`src/rtl/mux_skid8_if.sv`:
```
// Valid/ready handshake bundle between the 2:1 data mux and its registered skid stage.
// Optional parity output qp exists only when MUX_SKID8_PARITY_EN is defined.
interface mux_skid8_if #(
  parameter int unsigned WIDTH = 8
);
  logic [WIDTH-1:0] d;
  logic             dv;
  logic             dr;
  logic [WIDTH-1:0] q;
  logic             qv;
  logic             qr;
`ifdef MUX_SKID8_PARITY_EN
  logic             qp;

  modport master (output d, output dv, input dr, input q, input qv, input qp, output qr);
  modport slave  (input d, input dv, output dr, output q, output qv, output qp, input qr);
`else
  modport master (output d, output dv, input dr, input q, input qv, output qr);
  modport slave  (input d, input dv, output dr, output q, output qv, input qr);
`endif
endinterface

```
`src/rtl/mux_skid8.sv`:
```
// Registered 2-entry skid stage behind the 8-bit 2:1 data mux; all outputs registered.
// Optional feature: define MUX_SKID8_PARITY_EN to carry per-word even parity on qp.
module mux_skid8 #(
  parameter int unsigned WIDTH = 8
) (
  input  logic        clk,
  input  logic        rst_n,
  mux_skid8_if.slave  bus
);

  typedef enum logic [1:0] {
    EMPTY = 2'd0,
    ONE   = 2'd1,
    FULL  = 2'd2
  } state_t;

  state_t           state_q, state_d;
  logic [WIDTH-1:0] q_q, q_d;
  logic [WIDTH-1:0] skid_q, skid_d;
  logic             qv_q, qv_d;
  logic             dr_q, dr_d;
  logic             in_xfer_c;
  logic             out_xfer_c;

`ifdef MUX_SKID8_PARITY_EN
  logic qp_q, qp_d;
  logic skid_p_q, skid_p_d;
  logic d_par_c;

  assign d_par_c = ^bus.d;
`endif

  assign in_xfer_c  = bus.dv & dr_q;
  assign out_xfer_c = qv_q & bus.qr;

  // Next-state and next-output decode; everything defaults to hold.
  always_comb begin
    state_d = state_q;
    q_d     = q_q;
    skid_d  = skid_q;
    qv_d    = qv_q;
    dr_d    = dr_q;
`ifdef MUX_SKID8_PARITY_EN
    qp_d     = qp_q;
    skid_p_d = skid_p_q;
`endif
    unique case (state_q)
      EMPTY: begin
        qv_d = 1'b0;
        dr_d = 1'b1;
        if (in_xfer_c) begin
          q_d     = bus.d;
          qv_d    = 1'b1;
          state_d = ONE;
`ifdef MUX_SKID8_PARITY_EN
          qp_d = d_par_c;
`endif
        end
      end
      ONE: begin
        if (in_xfer_c && out_xfer_c) begin
          // Drain and refill on the same edge keeps the stream bubble-free.
          q_d = bus.d;
`ifdef MUX_SKID8_PARITY_EN
          qp_d = d_par_c;
`endif
        end else if (in_xfer_c) begin
          skid_d  = bus.d;
          dr_d    = 1'b0;
          state_d = FULL;
`ifdef MUX_SKID8_PARITY_EN
          skid_p_d = d_par_c;
`endif
        end else if (out_xfer_c) begin
          qv_d    = 1'b0;
          state_d = EMPTY;
        end
      end
      FULL: begin
        if (out_xfer_c) begin
          q_d     = skid_q;
          dr_d    = 1'b1;
          state_d = ONE;
`ifdef MUX_SKID8_PARITY_EN
          qp_d = skid_p_q;
`endif
        end
      end
      default: begin
        // Illegal encoding recovers to the reset image.
        state_d = EMPTY;
        q_d     = '0;
        skid_d  = '0;
        qv_d    = 1'b0;
        dr_d    = 1'b1;
`ifdef MUX_SKID8_PARITY_EN
        qp_d     = 1'b0;
        skid_p_d = 1'b0;
`endif
      end
    endcase
  end

  always_ff @(posedge clk or negedge rst_n) begin
    if (!rst_n) begin
      state_q <= EMPTY;
      q_q     <= '0;
      skid_q  <= '0;
      qv_q    <= 1'b0;
      dr_q    <= 1'b1;
`ifdef MUX_SKID8_PARITY_EN
      qp_q     <= 1'b0;
      skid_p_q <= 1'b0;
`endif
    end else begin
      state_q <= state_d;
      q_q     <= q_d;
      skid_q  <= skid_d;
      qv_q    <= qv_d;
      dr_q    <= dr_d;
`ifdef MUX_SKID8_PARITY_EN
      qp_q     <= qp_d;
      skid_p_q <= skid_p_d;
`endif
    end
  end

  assign bus.q  = q_q;
  assign bus.qv = qv_q;
  assign bus.dr = dr_q;
`ifdef MUX_SKID8_PARITY_EN
  assign bus.qp = qp_q;
`endif

endmodule

```
`src/flat_wrapper.sv`:
```
// flat-port wrapper written by rule: the top's interface ports become plain ports
module mux_skid8_flat 
#(
  parameter int unsigned WIDTH = 8
)
  (clk, rst_n, bus_d, bus_dv, bus_dr, bus_q, bus_qv, bus_qr);
  mux_skid8_if #(.WIDTH(WIDTH)) bus_i ();
  input  logic clk;
  input  logic rst_n;
  input wire logic [$bits(bus_i.d)-1:0] bus_d;
  input wire logic [$bits(bus_i.dv)-1:0] bus_dv;
  output wire logic [$bits(bus_i.dr)-1:0] bus_dr;
  output wire logic [$bits(bus_i.q)-1:0] bus_q;
  output wire logic [$bits(bus_i.qv)-1:0] bus_qv;
  input wire logic [$bits(bus_i.qr)-1:0] bus_qr;
  assign bus_i.d = bus_d;
  assign bus_i.dv = bus_dv;
  assign bus_dr = bus_i.dr;
  assign bus_q = bus_i.q;
  assign bus_qv = bus_i.qv;
  assign bus_i.qr = bus_qr;
  mux_skid8 #(.WIDTH(WIDTH)) u_core (.clk(clk), .rst_n(rst_n), .bus(bus_i));
endmodule
```
`config.mk`:
```
export PLATFORM = sky130hd
export DESIGN_NAME = mux_skid8_flat
export DESIGN_NICKNAME = d
export VERILOG_FILES = /design/src/rtl/mux_skid8_if.sv /design/src/rtl/mux_skid8.sv /design/src/flat_wrapper.sv
export SDC_FILE = /design/constraint.sdc
export NUM_CORES = 1
export LEC_CHECK = 0
export ABC_CLOCK_PERIOD_IN_PS = 1850
export CAP_MARGIN = 20
export CELL_PAD_IN_SITES_DETAIL_PLACEMENT = 0
export CELL_PAD_IN_SITES_GLOBAL_PLACEMENT = 1
export CORE_AREA = 3 3 55 57
export DETAILED_ROUTE_END_ITERATION = 16
export DIE_AREA = 0 0 58 60
export GPL_TIMING_DRIVEN = 0
export PLACE_DENSITY_LB_ADDON = 0.25
export SLEW_MARGIN = 5
export SYNTH_ARGS = -nofsm -noshare
export SYNTH_HDL_FRONTEND = slang
export SYNTH_SLANG_ARGS = --single-unit
```
`constraint.sdc`:
```
create_clock -name clk -period 1.85 [get_ports clk]
set_input_delay 0.555 -clock clk [delete_from_list [all_inputs] [get_ports clk]]
set_output_delay 0.555 -clock clk [all_outputs]
set_load 0.05 [all_outputs]
```
==> Implementation_results.wiki <==
{| class="wikitable"
! Metric !! Value
|-
| Run status || completed
|-
| Biggest cell delay along the critical path || 0.53 ns
|-
| Synth-to-layout area growth || 33.0%
|-
| Leakage || 0.561 nW
|-
| Endpoint class of the critical path || output port
|-
| Synthesis Warnings || 0
|-
| Cell Chain, Critical Path || dlygate4sd2_1
|-
| Count of port buffers added during placement || 21
|-
| Num rows || 18
|-
| Number of maximum-capacitance constraint violations || 0
|-
| Floorplan die area || 3480 um2
|-
| DRC errors left || 0
|-
| Measured slew at the worst slew-check pin || 0.906 ns
|-
| Depth of the worst hold-timing path || 2
|-
| Total standard cell area after synthesis || 930 um2
|-
| Number of H-tree levels || 1
|-
| Floorplan die width || 58 um
|-
| Share of final-layout standard cells stronger than drive strength 1 || 19.0%
|-
| Final routed wire length divided by cell count || 12.5 um
|-
| Count of endpoints failing setup in the final report || 0
|-
| First drt pass iteration count || 4
|-
| FF+latch count, synth || 20
|-
| Count of final hold-check violations || 0
|-
| Commonest cells after routing, fill and taps aside || 19 x sky130_fd_sc_hd__dfrtp_1, 13 x sky130_fd_sc_hd__nand2_1, 12 x sky130_fd_sc_hd__a21oi_1
|-
| Final cell count without fillers || 146
|-
| Number of top-level pins || 22
|-
| Avg Cell Area, Syn || 10.4 um2
|-
| Gate count of the mapped netlist || 89
|-
| Routed vias/inst || 4.90
|-
| Count of hold buffers inserted by post-cts repair || 0
|-
| Worst hold path class || flop to flop
|-
| Clock slew seen by the registers of the worst setup and hold paths || 0.12 ns
|-
| Clock buffers created by TritonCTS || 3
|-
| Root buffer cell || sky130_fd_sc_hd__clkbuf_4
|-
| Detailed-placement wirelength estimate || 1300 um
|-
| Global-route wire length before repair || 3250 um
|-
| Core box area || 2520 um2
|-
| Layout net count || 129
|-
| WS Path Type || flop to output port
|-
| Data required time of the critical path || 1.29 ns
|-
| Most common library cell in the layout ignoring fill and taps || sky130_fd_sc_hd__dfrtp_1
|-
| Total number of vias || 716
|-
| Final routed wirelength across all metal layers || 1820 um
|-
| Unrepaired setup endpoints after global routing || no
|-
| Number of pins exceeding their max-slew limit in the final report || 0
|-
| GR Overflow Total || 0
|-
| Overall routing resource usage || 12.5%
|-
| DP Cell Count || 140
|-
| Maximum number of buffers from clock root to sink || 2
|-
| Via count of the first global-routing pass || 721
|-
| CTS tree || yes
|-
| Ant diodes || 0
|-
| Fraction of the cycle the final worst path needs || 95.3%
|-
| Total Power || 2.43 mW
|-
| Maximum ir drop on the vdd rail || 0.000966 V
|-
| Layout fillers || 270
|-
| Min Clock Period, post-route || 1.76 ns
|-
| Number of DRC markers after the initial detailed-route iteration || 13
|-
| Last weighted congestion value of the routability-driven placer || 0.717
|-
| Antenna violations before repair || 0
|-
| Synth Net Count || 101
|-
| Unique masters post-synth || 21
|-
| FMAX || 567 MHz
|-
| Critical path data arrival time || 1.21 ns
|-
| Sequential area share after synthesis || 54.0%
|-
| Count of buffer and inverter cells on the critical path || 1
|-
| Core utilization of the finished layout || 49.0%
|-
| DIE HEIGHT || 60 um
|-
| Pin count of the biggest net entering global routing || 21
|-
| Sink count of the clock tree || 20
|-
| Master of the slowest instance on the critical path || sky130_fd_sc_hd__dlygate4sd2_1
|-
| Startpoint class of the critical path || flop
|-
| Setup skew after layout || 0.00653 ns
|-
| Initial Util || 36.9%
|-
| Maximum fanout encountered on the critical timing path || 2
|-
| Clk_lat worst skew || 0.31 ns
|-
| Family with the most delay on the worst path || buffers and inverters
|-
| Number of nets with antenna violations after detailed routing || 0
|-
| Total number of cells along the worst setup path || 1
|-
| Post-Route Setup TNS || 0 ns
|-
| Depth of the worst register-to-register path || 4
|-
| Relative slew slack || 39.4%
|-
| Instance area after placement || 1180 um2
|-
| Finished Cell Area || 1240 um2
|-
| Power density relative to cell area || 1960 nW/um2
|}
-- worst min-delay path: stages, from the launching register on --
cell                      delay [ns]
sky130_fd_sc_hd__dfrtp_1        0.36
sky130_fd_sc_hd__nand2_1        0.04
sky130_fd_sc_hd__o21ai_0        0.06
-- through the flow --
step,hold slack [ns],setup WS [ns]
global route,0.526,0.0258
global placement,0.461,-0.301
floorplan,0.259,0.144
finish,0.484,0.0878
CTS,0.493,0.00910
detailed placement,0.469,-0.320
-- synthesized netlist by cell type --
library cell                n  area [um2]
sky130_fd_sc_hd__a22oi_2    1        12.5
sky130_fd_sc_hd__clkbuf_1   2        7.51
sky130_fd_sc_hd__a21oi_1   12        60.1
sky130_fd_sc_hd__a21o_1     1        7.51
sky130_fd_sc_hd__o21ai_2    1        8.76
sky130_fd_sc_hd__inv_1      1        3.75
sky130_fd_sc_hd__a21bo_2    1        10.0
sky130_fd_sc_hd__o21ai_0   10        50.1
sky130_fd_sc_hd__buf_2      1        5.00
sky130_fd_sc_hd__o22ai_1    1        6.26
sky130_fd_sc_hd__mux2_2     9         101
sky130_fd_sc_hd__a31oi_1    2        12.5
sky130_fd_sc_hd__and2b_1    2        15.0
sky130_fd_sc_hd__nand2_1   13        48.8
sky130_fd_sc_hd__nand3b_1   1        7.51
sky130_fd_sc_hd__and3b_1    1        8.76
sky130_fd_sc_hd__buf_6      1        11.3
sky130_fd_sc_hd__dfstp_2    1        26.3
sky130_fd_sc_hd__nor2b_1    7        43.8
sky130_fd_sc_hd__dfrtp_1   19         475
sky130_fd_sc_hd__nor2_1     2        7.51
-- area by class of cell --
cell class,count,area [um2],area share (%)
sequential,20,502,40.6
multi-input combinational,64,408,33.0
inverter,1,3.75,0.304
timing repair buffer,23,209,16.9
clock inverter,1,30.0,2.43
tap,30,37.5,3.04
clock buffer,3,22.5,1.82
buffer,4,23.8,1.92
-- power breakdown --
| part | switching [mW] | internal, mW | total, mW | leakage (nW) |
|---|---|---|---|---|
| clock network | 0.141 | 0.219 | 0.360 | 0.0279 |
| logic | 0.777 | 0.489 | 1.27 | 0.287 |
| registers | 0.141 | 0.660 | 0.801 | 0.246 |
-- logic make-up (layout without fill, tap and decap cells) --
logic type / after synthesis / in the layout / synth area share, %
buf+inv: 5 / 32 / 2.96
flops: 20 / 20 / 54.0
simple gates: 26 / 26 / 14.1
compound gates: 29 / 29 / 18.0
mux: 9 / 9 / 10.9
-- routing by layer --
layer | routed length, um | GRT usage [%]
met5 | 0 | 0
met1 | 825 | 15.0
met3 | 103 | 2.38
met2 | 863 | 21.0
met4 | 31 | 6.95
-- registers in the layout, summed over array words and instances, names as in the netlist --
register        count
u_core.bus.q        8
u_core.skid_q       8
u_core.state_q      2
u_core.bus.dr       1
u_core.bus.qv       1
-- repair_timing --
action	4_1_cts	5_1_grt
buffers inserted	0	2
pin swaps	0	1
hold endpoints to repair	0	0
setup endpoints to repair	10	12
resized for setup	12	3
cloned	0	0
-- worst paths after layout --
kind | startpoint | end | slack (ns)
max | u_core.bus.q[7]$_DFFE_PN0P_ | bus_q[7] | 0.09
min | u_core.bus.q[5]$_DFFE_PN0P_ | u_core.bus.q[5]$_DFFE_PN0P_ | 0.48
max reg2reg | u_core.state_q[1]$_DFFE_PN0P_ | u_core.bus.q[0]$_DFFE_PN0P_ | 0.41
min reg2reg | u_core.bus.q[5]$_DFFE_PN0P_ | u_core.bus.q[5]$_DFFE_PN0P_ | 0.48
max in group asynchronous | rst_n | u_core.state_q[1]$_DFFE_PN0P_ | 0.55
min in group asynchronous | rst_n | u_core.skid_q[4]$_DFFE_PN0P_ | 0.74
Power figures use the tool's default switching activity.
